<file path="src/rtl/comb_event_tracker.sv">
// comb_event_tracker: windowed rising-edge and coincidence counter for two comb_logic outputs
module comb_event_tracker #(
    parameter int CNT_W = 8
) (
    input  logic             clk,
    input  logic             rst_n,
    input  logic             Y1,
    input  logic             Y2,
    input  logic             start,
    input  logic [7:0]       win_len,
    input  logic             clr,
    output logic             busy,
    output logic [CNT_W-1:0] rise1_cnt,
    output logic [CNT_W-1:0] rise2_cnt,
    output logic [CNT_W-1:0] both_cnt,
    output logic             res_valid,
    input  logic             res_ready
);
    typedef enum logic [1:0] {IDLE, RUN, REPORT} state_t;
    localparam logic [CNT_W-1:0] CNT_MAX = '1;
    state_t           state, state_nxt;
    logic             y1_prev, y2_prev;
    logic [7:0]       rem, rem_nxt;
    logic [CNT_W-1:0] rise1_nxt, rise2_nxt, both_nxt;
    function automatic logic [CNT_W-1:0] sat_inc(input logic [CNT_W-1:0] c, input logic en);
        return (en && c != CNT_MAX) ? c + CNT_W'(1) : c;
    endfunction
    assign busy      = state != IDLE;
    assign res_valid = state == REPORT;
    // previous-sample registers feed edge detection and run in every state
    always_ff @(posedge clk or negedge rst_n) begin
        if (!rst_n) begin
            y1_prev <= 1'b0;
            y2_prev <= 1'b0;
        end else begin
            y1_prev <= Y1;
            y2_prev <= Y2;
        end
    end
    // next state and counter updates; clr overrides everything else
    always_comb begin
        state_nxt = state;
        rem_nxt   = rem;
        rise1_nxt = rise1_cnt;
        rise2_nxt = rise2_cnt;
        both_nxt  = both_cnt;
        case (state)
            IDLE: if (start) begin
                rem_nxt   = win_len;
                rise1_nxt = '0;
                rise2_nxt = '0;
                both_nxt  = '0;
                state_nxt = (win_len == 8'd0) ? REPORT : RUN;
            end
            RUN: begin
                rise1_nxt = sat_inc(rise1_cnt, Y1 & ~y1_prev);
                rise2_nxt = sat_inc(rise2_cnt, Y2 & ~y2_prev);
                both_nxt  = sat_inc(both_cnt, Y1 & Y2);
                rem_nxt   = rem - 8'd1;
                state_nxt = (rem == 8'd1) ? REPORT : RUN;
            end
            REPORT: state_nxt = res_ready ? IDLE : REPORT;
            default: state_nxt = IDLE;
        endcase
        if (clr) begin
            state_nxt = IDLE;
            rem_nxt   = 8'd0;
            rise1_nxt = '0;
            rise2_nxt = '0;
            both_nxt  = '0;
        end
    end
    // state, remaining-sample count and result counters
    always_ff @(posedge clk or negedge rst_n) begin
        if (!rst_n) begin
            state     <= IDLE;
            rem       <= 8'd0;
            rise1_cnt <= '0;
            rise2_cnt <= '0;
            both_cnt  <= '0;
        end else begin
            state     <= state_nxt;
            rem       <= rem_nxt;
            rise1_cnt <= rise1_nxt;
            rise2_cnt <= rise2_nxt;
            both_cnt  <= both_nxt;
        end
    end
endmodule

</file>
<file path="config.mk">
export PLATFORM = sky130hd
export DESIGN_NAME = comb_event_tracker
export DESIGN_NICKNAME = d
export VERILOG_FILES = /design/src/rtl/comb_event_tracker.sv
export SDC_FILE = /design/constraint.sdc
export NUM_CORES = 1
export LEC_CHECK = 0
export BUFFER_PORTS_ARGS = -buffer_cell sky130_fd_sc_hd__buf_2
export CORE_UTILIZATION = 40
export CTS_CLUSTER_DIAMETER = 60
export CTS_CLUSTER_SIZE = 8
export DETAILED_ROUTE_END_ITERATION = 10
export SETUP_SLACK_MARGIN = 0.15
export SLEW_MARGIN = 0
export SYNTH_ARGS = -nofsm -noshare
export SYNTH_HDL_FRONTEND = slang
export SYNTH_SLANG_ARGS = --single-unit
export TNS_END_PERCENT = 100
</file>
<file path="constraint.sdc">
create_clock -name clk -period 1.79 [get_ports clk]
set_input_delay 0.358 -clock clk [delete_from_list [all_inputs] [get_ports clk]]
set_output_delay 0.358 -clock clk [all_outputs]
set_load 0.005 [all_outputs]
</file>
==> summary.txt <==
Port Buffers: 40
CTS sink count: 36
Ant. Diodes: 0
slowest CP cell: dfrtp_1
Critical Path RT: 2.01 ns
Vert. Die Dim: 75.67 um
Fmax: 628.5 MHz
async set-reset flop share out of synthesis: 100.0%
clk root buf: clkbuf_8
Top FF cell, synth: dfrtp_1
Max FO, Critical Path: 8
failing checks: negative hold slack
Seq/Total Area, Yosys: 41.50%
CP top delay family: flip-flops
max_slew headroom: 67.19%
initial antenna violation count: 0
Min Hold Slack: -0.005713 ns
largest net degree at the start of global routing: 20
setup repair after global routing missed its margin: yes
Synth cell types: 54
Lkg Pwr: 0.001309 uW
setup TNS: 0 ns
post-place setup slack: 0.09563 ns
DR WL/cell: 13.86 um
Int Pwr: 1336 uW
Multi-input gate area: 1226 um^2
CP max stage delay: 0.38 ns
sequential share of power: 46.6%
Hold Buf Count CTS: 0
synthesized area: 2171 um^2
RR Endpoint: both_cnt[1]
Vias: 1,994
Die Width: 75.67 um
MaxCap Viol Count: 0
Core ar.: 5172 um^2
DRC viols: 0
commonest non-fill, non-tap cell in the layout: buf_2
final hold violations: 6
Worst path most repeated cell: and3_4
Pre-Repair DR Iteration Count: 4
Ys Warns: 0
clock skew: 0.008141 ns
final setup vio count: 0
area grow syn2layout: 28.13%
CP Launch Type: flop
crit path kind: reg -> reg
Nets: 316
worst setup margin: 0.1990 ns
worst r2r src: both_cnt[0]
Reg2Reg Setup Slack: 0.20 ns
critical path arrival: 1.81 ns
worst-path cell chain: ha_2 -> and3_4 -> and3_4 -> o41ai_4 -> buf_6 -> mux2i_1
Buf/Inv on CP: 1
worst IR drop on VDD: 336.4 uV
Setup crit end kind: flop
vias per cell: 5.433
number of fill cells in the layout: 478
Tcrit/Tclk final: 88.89%
Placer Congestion: 0.8912
Avg Inst Size Synth: 9.317 um^2
Post-Route WL: 5086 um
FP Rows: 26
Skew-Pair Late Insertion Delay: 0.30 ns
status: finished, violations left
Post-Syn Instances: 233
Worst Hold Class: in -> async
Logic pwr share: 20.6%
Final HPWL DP: 3799 um
fin. max-slew vios: 0
min cycle time layout: 1.591 ns
Power per Cell Area: 685.5 nW/um^2
worst-margin pin slew: 0.4884 ns
vias in the first global route: 1,809
layout cells sized above 1: 31.65%
Initial DRC Count: 57
syn nets: 253
register area: 902.1 um^2
CTS tree: yes
Net Sw Power: 570.9 uW
register bit total from synthesis: 36
GR Overflow Total: 0
die area: 5726 um^2
number of synthesized flops with an enable pin: 0
most used cells in the layout excluding fill and tap cells: buf_2 (40), dfrtp_1 (35), buf_4 (22)
Total Routing Usage GR: 19.79%
initial core utilization: 41.97%
reg2reg path depth: 6
switching share of power: 29.94%
Max clock buf depth: 2
first-pass GRT wire length: 8438 um
antenna viol nets, final: 0
Ports: 41
Clk pwr share: 32.8%
TritonCTS Buffers: 5
H-tree depth: 2
clock slew at reported path FFs: 0.08 ns
## through the flow
step           cell area, um^2  std cells  hold slack (ns)  util [%]  power, uW
6_report                  2781        367        -0.005713     53.77       1907
5_1_grt                   2781        367          0.01467     53.77       2011
4_1_cts                   2745        367          0.01015     53.07       1904
3_5_place_dp              2609        356           0.3339     50.44       1275
3_3_place_gp              2609        356           0.3406     50.44       1271
2_1_floorplan             2193        233          0.06241         -       1127
## worst max path at each step
| stage | start | end | slack, ns | depth (start not counted) |
|---|---|---|---|---|
| 3_3_place_gp | rise2_cnt[0] | rise2_cnt[7] | 0.12 | 5 |
| 4_1_cts | rise1_cnt[0] | rise1_cnt[1] | 0.16 | 5 |
| 6_report | both_cnt[0] | both_cnt[1] | 0.20 | 6 |
| 2_1_floorplan | both_cnt[0] | both_cnt[1] | 0.13 | 5 |
| 3_5_place_dp | both_cnt[1] | both_cnt[1] | 0.1 | 6 |
| 5_1_grt | state[1] | rise2_cnt[6] | 0.11 | 5 |
## what timing repair did
| action | 4_1_cts | 5_1_grt |
|---|---|---|
| resized for setup | 5 | 10 |
| setup endpoints to repair | 8 | 21 |
| buffers inserted | 3 | 0 |
| pin swaps | 1 | 3 |
| hold endpoints to repair | 0 | 0 |
## final cells by class
type / count / share of cell area (%)
Inverter: 17 / 2.294
Clock inverter: 1 / 0.2699
Timing Repair Buffer: 65 / 14.66
Tap cell: 70 / 3.149
Multi-Input combinational cell: 171 / 44.08
Clock buffer: 7 / 3.104
Sequential cell: 36 / 32.43
## sequential cells by signal, indices dropped and copies added, names as in the netlist
signal     flops
y1_prev        1
rem            8
state          2
rise2_cnt      8
y2_prev        1
rise1_cnt      8
both_cnt       8
## synth_stat cells (all sizes together) (2+ instances only)
master    n  area share, %
a2111oi   2           0.86
a21bo     2           0.92
a21o      2           0.69
a21oi    15            3.5
a22o      3            1.2
a311oi    2            1.4
a31oi    14            4.0
and3     10            2.9
and4      2           0.81
buf       8            2.1
dfrtp    36             41
ha        5            2.9
inv      17            2.9
mux2      2            1.0
mux2i     3            1.4
nand2    21            3.6
nand2b    4            1.2
nand3     8            1.8
nand4     3           0.86
nor2     15            2.7
nor2b     5            1.4
nor3      4           0.92
nor4      5            1.7
o2111ai   2           0.81
o211ai    3            1.0
o21a      5            1.7
o21ai    11            2.5
o21bai    2            1.4
o221ai    2           0.81
o41ai     3            2.1
## metal layers
metal | wire [um] | GRT usage [%] | part of all wire, % | vias to the layer above
met5 | 0 | 0 | 0 | -
met4 | 79 | 6.790 | 1.6 | 0
met3 | 180 | 4.762 | 3.5 | 8
met2 | 2378 | 30.46 | 47 | 41
met1 | 2448 | 27.33 | 48 | 941
li1 | - | - | - | 1004
## power by group through the flow
stage | Sequential [uW] | Combinational (uW) | Clock (uW)
finish | 889 | 393 | 625
global route | 895 | 435 | 681
CTS | 883 | 382 | 639
detailed placement | 899 | 376 | 0
global placement | 898 | 373 | 0
floorplan | 893 | 234 | 0
## cells by family after synthesis
kind of cell / Yosys count / synth area share, %
and+or+nand+nor: 83 / 20.98
AOI/OAI and AO/OA: 78 / 26.98
DFF: 36 / 41.50
buffers and inverters: 26 / 5.245
muxes: 5 / 2.421
adders and majority gates: 5 / 2.882
Note: power is estimated with default switching activity, not from simulation.
